--- config.mk ---
export PLATFORM = sky130hd
export DESIGN_NAME = proc_trace_capture_flat
export DESIGN_NICKNAME = d
export VERILOG_FILES = /design/src/rtl/proc_trace_pkg.sv /design/src/rtl/proc_trace_capture_if.sv /design/src/rtl/trace_fifo.sv /design/src/rtl/proc_trace_capture.sv /design/src/flat_wrapper.sv
export SDC_FILE = /design/constraint.sdc
export NUM_CORES = 1
export LEC_CHECK = 0
export CAP_MARGIN = 10
export CORE_UTILIZATION = 50
export CTS_BUF_LIST = sky130_fd_sc_hd__clkbuf_16
export CTS_CLUSTER_DIAMETER = 100
export DETAILED_ROUTE_END_ITERATION = 7
export GPL_ROUTABILITY_DRIVEN = 0
export GPL_TIMING_DRIVEN = 0
export PLACE_DENSITY = 0.73
export SLEW_MARGIN = 10
export SYNTH_ARGS = -nofsm -noshare
export SYNTH_HDL_FRONTEND = slang
export SYNTH_HIERARCHICAL = 1
export SYNTH_SLANG_ARGS = --single-unit
--- constraint.sdc ---
create_clock -name clk -period 10.59 [get_ports clk]
set_input_delay 1.059 -clock clk [delete_from_list [all_inputs] [get_ports clk]]
set_output_delay 1.059 -clock clk [all_outputs]
set_load 0.005 [all_outputs]
--- src/rtl/proc_trace_pkg.sv ---
// Shared types for the processor trace capture block: FSM state and the
// 96-bit record stored per committed instruction.
package proc_trace_pkg;

  typedef enum logic [1:0] {
    IDLE    = 2'd0,
    ARMED   = 2'd1,
    CAPTURE = 2'd2
  } trace_state_t;

  typedef struct packed {
    logic [31:0] addr;
    logic [31:0] inst;
    logic [31:0] data;
  } trace_rec_t;

endpackage

--- src/rtl/proc_trace_capture_if.sv ---
// Trace input and drain port of the capture block, bundled so a producer/consumer
// can connect with one port.
interface proc_trace_capture_if;

  logic        trace_val;
  logic [31:0] trace_addr;
  logic [31:0] trace_inst;
  logic [31:0] trace_data;

  logic        deq_val;
  logic        deq_rdy;
  logic [31:0] deq_addr;
  logic [31:0] deq_inst;
  logic [31:0] deq_data;

  modport master (
    output trace_val, trace_addr, trace_inst, trace_data, deq_rdy,
    input  deq_val, deq_addr, deq_inst, deq_data
  );

  modport slave (
    input  trace_val, trace_addr, trace_inst, trace_data, deq_rdy,
    output deq_val, deq_addr, deq_inst, deq_data
  );

endinterface

--- src/rtl/trace_fifo.sv ---
// Synchronous FIFO with val/rdy on both sides; full/empty derive from count.
// A write into a full FIFO is accepted only if the head leaves the same cycle.
module trace_fifo
  import proc_trace_pkg::*;
#(
  parameter int unsigned DEPTH = 8,
  parameter type         T     = trace_rec_t
) (
  input  logic                     clk,
  input  logic                     rst,
  input  logic                     enq_val,
  output logic                     enq_rdy,
  input  T                         enq_rec,
  output logic                     deq_val,
  input  logic                     deq_rdy,
  output T                         deq_rec,
  output logic [$clog2(DEPTH):0]   count
);

  localparam int unsigned AW = $clog2(DEPTH);
  localparam logic [AW:0]   CntFull = (AW + 1)'(DEPTH);
  localparam logic [AW:0]   CntOne  = (AW + 1)'(1);
  localparam logic [AW-1:0] PtrOne  = AW'(1);

  T              mem_q [DEPTH];
  logic [AW-1:0] wr_ptr_q, rd_ptr_q;
  logic [AW:0]   count_q;
  logic          enq_fire, deq_fire;

  assign deq_val  = (count_q != '0);
  assign enq_rdy  = (count_q != CntFull) || deq_rdy;
  assign enq_fire = enq_val && enq_rdy;
  assign deq_fire = deq_val && deq_rdy;
  assign deq_rec  = mem_q[rd_ptr_q];
  assign count    = count_q;

  always_ff @(posedge clk or negedge rst) begin
    if (!rst) begin
      wr_ptr_q <= '0;
      rd_ptr_q <= '0;
      count_q  <= '0;
    end else begin
      if (enq_fire) wr_ptr_q <= wr_ptr_q + PtrOne;
      if (deq_fire) rd_ptr_q <= rd_ptr_q + PtrOne;
      if (enq_fire && !deq_fire) count_q <= count_q + CntOne;
      else if (!enq_fire && deq_fire) count_q <= count_q - CntOne;
    end
  end

  // Storage is not reset; the read side is qualified by count.
  always_ff @(posedge clk) begin
    if (enq_fire) mem_q[wr_ptr_q] <= enq_rec;
  end

endmodule

--- src/rtl/proc_trace_capture.sv ---
// Records the processor commit trace into a FIFO once armed and triggered, and
// keeps sticky overflow plus a saturating count of records lost to a full FIFO.
module proc_trace_capture
  import proc_trace_pkg::*;
#(
  parameter int unsigned DEPTH  = 8,
  parameter int unsigned DROP_W = 16
) (
  input  logic                    clk,
  input  logic                    rst,
  input  logic                    arm,
  input  logic                    disarm,
  input  logic                    trig_en,
  input  logic [31:0]             trig_addr,
  proc_trace_capture_if.slave     tr,
  output logic [$clog2(DEPTH):0]  count,
  output logic                    capturing,
  output logic                    overflow,
  output logic [DROP_W-1:0]       drop_count
);

  localparam logic [DROP_W-1:0] DropOne = DROP_W'(1);

  trace_state_t      state_q, state_d;
  logic              overflow_q, overflow_d;
  logic [DROP_W-1:0] drop_q, drop_d, drop_base;

  logic       trig_hit, rec_take, enq_rdy, drop, stats_clr;
  trace_rec_t enq_rec, head_rec;

  assign trig_hit  = tr.trace_val && (!trig_en || (tr.trace_addr == trig_addr));
  assign stats_clr = arm && !disarm;

  // Disarm suppresses the record of its own cycle; arm while ARMED restarts the
  // wait for the trigger rather than capturing.
  assign rec_take = !disarm && tr.trace_val &&
                    ((state_q == CAPTURE) || ((state_q == ARMED) && !arm && trig_hit));
  assign drop     = rec_take && !enq_rdy;

  assign enq_rec = '{addr: tr.trace_addr, inst: tr.trace_inst, data: tr.trace_data};

  always_comb begin
    state_d = state_q;
    if (disarm) begin
      state_d = IDLE;
    end else if (arm) begin
      state_d = ARMED;
    end else if ((state_q == ARMED) && trig_hit) begin
      state_d = CAPTURE;
    end
  end

  always_comb begin
    drop_base  = stats_clr ? '0 : drop_q;
    overflow_d = (stats_clr ? 1'b0 : overflow_q) | drop;
    drop_d     = drop_base;
    if (drop && (drop_base != '1)) drop_d = drop_base + DropOne;
  end

  always_ff @(posedge clk or negedge rst) begin
    if (!rst) begin
      state_q    <= IDLE;
      overflow_q <= 1'b0;
      drop_q     <= '0;
    end else begin
      state_q    <= state_d;
      overflow_q <= overflow_d;
      drop_q     <= drop_d;
    end
  end

  trace_fifo #(
    .DEPTH (DEPTH),
    .T     (trace_rec_t)
  ) u_fifo (
    .clk     (clk),
    .rst     (rst),
    .enq_val (rec_take),
    .enq_rdy (enq_rdy),
    .enq_rec (enq_rec),
    .deq_val (tr.deq_val),
    .deq_rdy (tr.deq_rdy),
    .deq_rec (head_rec),
    .count   (count)
  );

  // Head fields read as zero when empty so reset clears them immediately.
  assign tr.deq_addr = tr.deq_val ? head_rec.addr : '0;
  assign tr.deq_inst = tr.deq_val ? head_rec.inst : '0;
  assign tr.deq_data = tr.deq_val ? head_rec.data : '0;

  assign capturing  = (state_q == CAPTURE);
  assign overflow   = overflow_q;
  assign drop_count = drop_q;

endmodule
--- src/flat_wrapper.sv ---
// flat-port wrapper written by rule: the top's interface ports become plain ports
module proc_trace_capture_flat import proc_trace_pkg::*;
#(
  parameter int unsigned DEPTH  = 8,
  parameter int unsigned DROP_W = 16
)
  (clk, rst, arm, disarm, trig_en, trig_addr, count, capturing, overflow, drop_count, tr_trace_val, tr_trace_addr, tr_trace_inst, tr_trace_data, tr_deq_rdy, tr_deq_val, tr_deq_addr, tr_deq_inst, tr_deq_data);
  proc_trace_capture_if tr_i ();
  input  logic clk;
  input  logic rst;
  input  logic arm;
  input  logic disarm;
  input  logic trig_en;
  input  logic [31:0] trig_addr;
  output logic [$clog2(DEPTH):0] count;
  output logic capturing;
  output logic overflow;
  output logic [DROP_W-1:0] drop_count;
  input wire logic [$bits(tr_i.trace_val)-1:0] tr_trace_val;
  input wire logic [$bits(tr_i.trace_addr)-1:0] tr_trace_addr;
  input wire logic [$bits(tr_i.trace_inst)-1:0] tr_trace_inst;
  input wire logic [$bits(tr_i.trace_data)-1:0] tr_trace_data;
  input wire logic [$bits(tr_i.deq_rdy)-1:0] tr_deq_rdy;
  output wire logic [$bits(tr_i.deq_val)-1:0] tr_deq_val;
  output wire logic [$bits(tr_i.deq_addr)-1:0] tr_deq_addr;
  output wire logic [$bits(tr_i.deq_inst)-1:0] tr_deq_inst;
  output wire logic [$bits(tr_i.deq_data)-1:0] tr_deq_data;
  assign tr_i.trace_val = tr_trace_val;
  assign tr_i.trace_addr = tr_trace_addr;
  assign tr_i.trace_inst = tr_trace_inst;
  assign tr_i.trace_data = tr_trace_data;
  assign tr_i.deq_rdy = tr_deq_rdy;
  assign tr_deq_val = tr_i.deq_val;
  assign tr_deq_addr = tr_i.deq_addr;
  assign tr_deq_inst = tr_i.deq_inst;
  assign tr_deq_data = tr_i.deq_data;
  proc_trace_capture #(.DEPTH(DEPTH), .DROP_W(DROP_W)) u_core (.clk(clk), .rst(rst), .arm(arm), .disarm(disarm), .trig_en(trig_en), .trig_addr(trig_addr), .tr(tr_i), .count(count), .capturing(capturing), .overflow(overflow), .drop_count(drop_count));
endmodule
==> results.md <==
- Status: complete, no violations
- Initial standard-cell utilization of the core: 0.509
- CTS Hold Bufs: 0
- Flops & latches, synth: between 700 and 800
- Met2 track demand over resource: 0.370
- Asr flop ratio synth: 0.0364
- Number of enable-type register cells in the synthesized netlist: 768
- Area growth from synthesis to layout: 22.3%
- Final worst path period share: 0.503
- # IOs: 254
- Crit path max-delay cell type: sky130_fd_sc_hd__nor4_2
- Clock tree from TritonCTS: done
- Worst vdd ir: 0.000136 V
- Resized cells post-CTS: 0
- Switch Pwr: 2460 uW
- Number of core rows: 91
- RSZ-0062 raised after global routing: no
- Synth Instances: approximately 1.4k
- Slowest cell delay on critical path: 0.69 ns
- Global routing usage on met1: 0.292
- Syn Area/Cell: 21.8 um2
- CP most frequent cell: sky130_fd_sc_hd__buf_4
- Final wirelength: 69.2 mm
- Largest clock skew in the final design: roughly 0.024 ns
- Clock transition time at the flip-flop clock pins of the worst setup and hold paths: 0.06 ns
- Class of the worst hold path: primary input to asynchronous set/reset pin
- Synth cell types: 47
- Vias per Instance: 5.64
- Prevailing post-synth register cell: sky130_fd_sc_hd__edfxtp_1
- Vias after detailed routing: 15.6k
- Top fanout value on the critical path: 9
- Ratio of total power to cell area: 239 nW/um2
- Area contributors post-synth: sky130_fd_sc_hd__edfxtp_1 73%, sky130_fd_sc_hd__mux4_2 14%, sky130_fd_sc_hd__mux2_2 3.5%
- # DRC: 0
- Total setup buffers inserted after CTS: 0
- Share of post-route cells with drive strength above 1: 0.272
- Pre-Repair DR Iteration Count: 5
- Classification of the worst setup path: primary input to flop
- Commonest cells after routing, fill and taps aside: 768 x sky130_fd_sc_hd__edfxtp_1, 252 x sky130_fd_sc_hd__clkdlybuf4s50_1, 192 x sky130_fd_sc_hd__mux4_2, 99 x sky130_fd_sc_hd__and2_1, 99 x sky130_fd_sc_hd__mux2_2
- Count of final setup violators: 0
- Sequential share of power: 0.380
- Clock root buffer master: sky130_fd_sc_hd__clkbuf_16
- Maxcap violations: 0
- Setup WS post-layout: between 5 and 6 ns
- Global-route wire length before repair: 103 mm
- Data arrival time of the worst path: 5.64 ns
- DIE WIDTH: 254 um
- Die area: 64300 um2
- Clk sink count: 797
- Final hold slack: 0.473 ns
- Pre-CTS setup slack: 4.57 ns
- DRC marker count from the first detailed-route iteration: 1167
- Worst setup SP type: primary input
- Pin slew with the least headroom to its limit: roughly 1.0 ns
- Switching Fraction: 0.265
- Antenna violations before repair: 6
- GRT busiest layer: met2
- Std-Cell Core Area: 62200 um2
- Detailed-route wire length per cell: 25.1 um
- Power Internal: 6810 uW
- Maximum number of pins on one net before global-route repair: 30
- Achievable Freq: 0.188 GHz
- Later-pin clock latency in the skew report: 0.62 ns
- Capturing element type of the critical path: flop
- Die Y-Extent: ~250 um
- CP cell instances: clkdlybuf4s50_1 > xnor2_1 > nand4_1 > nor4_2 > nand2_1 > a21oi_1 > o211a_1 > o211ai_1 > nor3_2 > buf_4 > buf_4 > buf_6 > buf_4
- Yosys top cell area share: 0.729
- Remaining number of nets flagged by the antenna check after routing: 0
- Cell taking the most area after synthesis: sky130_fd_sc_hd__edfxtp_1
- Clock period minus final worst setup slack: 5.32 ns
- Max-slew violations: 0
- Data required time of the critical path: 10.90 ns
- Count of final hold-check violations: 0
- Clock share of power: 0.293
- Aggregate global-route resource usage: 0.222
- Count of H-tree levels built during CTS: 3
- Leak: between 0.01 and 0.015 uW
- Number of global-route vias before repair: 16.5k
- Remaining max-slew budget at the tightest pin: 0.315
- Post-synth net total: roughly 1.6k
- Number of nets in the final layout: between 2k and 2.5k
- Utilization after layout: 0.623
- Count of yosys warnings during synthesis: 6
- Count of port buffers added during placement: 253
- Largest buffer count on any clock path: 3
- TritonCTS Buffers: 80
- Cell area after technology mapping: 31600 um2
- Total negative slack: 0 ns
- Comb pwr share: 0.328
- Commonest non-fill, non-tap cell in the layout: sky130_fd_sc_hd__edfxtp_1
- Portion of the post-synthesis area used by sequential elements: 0.752
- Estimated wirelength of the detail-placed design: about 46 mm
- Grt total ovfl: 0
- Met3 track demand over resource: 0.0469
==> sequential cells by signal, indices dropped and copies added, names as in the netlist <==
signal and flops:
u_core/u_fifo/rd_ptr_q 3, u_core/u_fifo/wr_ptr_q 3, u_core/u_fifo/count 4, u_core/u_fifo/mem_q 768
u_core/overflow 1, u_core/state_q 2, u_core/drop_count 16
==> logic make-up after synthesis <==
family / count (synthesis) / share of synthesized area
DFF: 797 / 0.752
muxes: 303 / 0.176
and+or+nand+nor: 190 / 0.0355
AOI/OAI and AO/OA: 30 / 0.00755
adders and majority gates: 7 / 0.00301
buffers and inverters: 79 / 0.0145
xor gates and xnor gates: 43 / 0.0119
==> worst max-delay path, delay by kind of cell <==
family	cells	cell delay [ns]
buffers and inverters	5	1.49
XOR/XNOR	1	0.63
AO/OA/AOI/OAI	3	0.72
AND/OR/NAND/NOR	4	1.71
==> synth_stat cells (all sizes together), types with 3 or more instances <==
cell       n
buf       42
a21oi      6
mux2i     11
ha         6
nor4       4
mux4     192
nand2b    12
nor3       5
mux2     100
o21ai      3
a2111oi    4
nor2b      3
nor2       8
a211oi     8
or3        3
edfxtp   768
and2      99
nand3      8
dfrtp     29
nand4     12
nand2     27
o211ai     4
inv        8
xnor2     42
clkbuf    29
==> area by class of cell <==
class	count	area, um2
sequential	797	23800
fill	4321	23500
multi-input combinational	573	7450
timing repair buffer	331	3430
clock buffer	84	2100
tap	837	1050
clock inverter	60	428
buffer	71	428
inverter	8	30.0
antenna	1	2.50
==> through the flow <==
| step | total power (uW) | cells | instance area (um2) |
|---|---|---|---|
| after global routing | 9640 | 2762 | 38700 |
| final | 9260 | 2762 | 38700 |
| after CTS | 9380 | 2761 | 38700 |
| after detailed placement | 6660 | 2617 | 36200 |
| after floorplan | 5350 | 1449 | 31600 |
| after global placement | 6630 | 2539 | 35200 |
==> power groups by stage <==
| stage | sequential [uW] | combinational (uW) | clock (uW) |
|---|---|---|---|
| 3_5_place_dp | 3580 | 3070 | 0 |
| 6_report | 3520 | 3030 | 2710 |
| 3_3_place_gp | 3580 | 3040 | 0 |
| 5_1_grt | 3520 | 3250 | 2880 |
| 2_1_floorplan | 3580 | 1770 | 0 |
| 4_1_cts | 3520 | 3090 | 2770 |
==> per-layer routing <==
layer  wire length, um  vias to the layer above  part of all wire
met3              4680                      113             0.068
li1                  -                     6804                 -
met5                68                        -           0.00098
met1             27800                     8145              0.40
met4              1700                       10             0.025
met2             34900                      516              0.50
==> final timing paths <==
| path | startpoint | endpoint | slack, ns | cells past startpoint |
|---|---|---|---|---|
| worst max-delay path | tr_trace_addr[31] | u_core/u_fifo/mem_q[1][48]$_DFFE_PP_ | 5.27 | 13 |
| worst max register to register | u_core/u_fifo/count[0]$_DFFE_PN0P_ | u_core/u_fifo/count[3]$_DFFE_PN0P_ | 7.06 | 8 |
| min in group clk | u_core/overflow$_DFF_PN0_ | u_core/overflow$_DFF_PN0_ | 0.50 | 2 |
| worst min-delay path | rst | u_core/u_fifo/count[1]$_DFFE_PN0P_ | 0.47 | 1 |
| max in group asynchronous | rst | u_core/u_fifo/rd_ptr_q[2]$_DFFE_PN0P_ | 9.68 | 1 |
| worst min register to register | u_core/overflow$_DFF_PN0_ | u_core/overflow$_DFF_PN0_ | 0.50 | 2 |
Note: power is estimated with default switching activity, not from simulation.
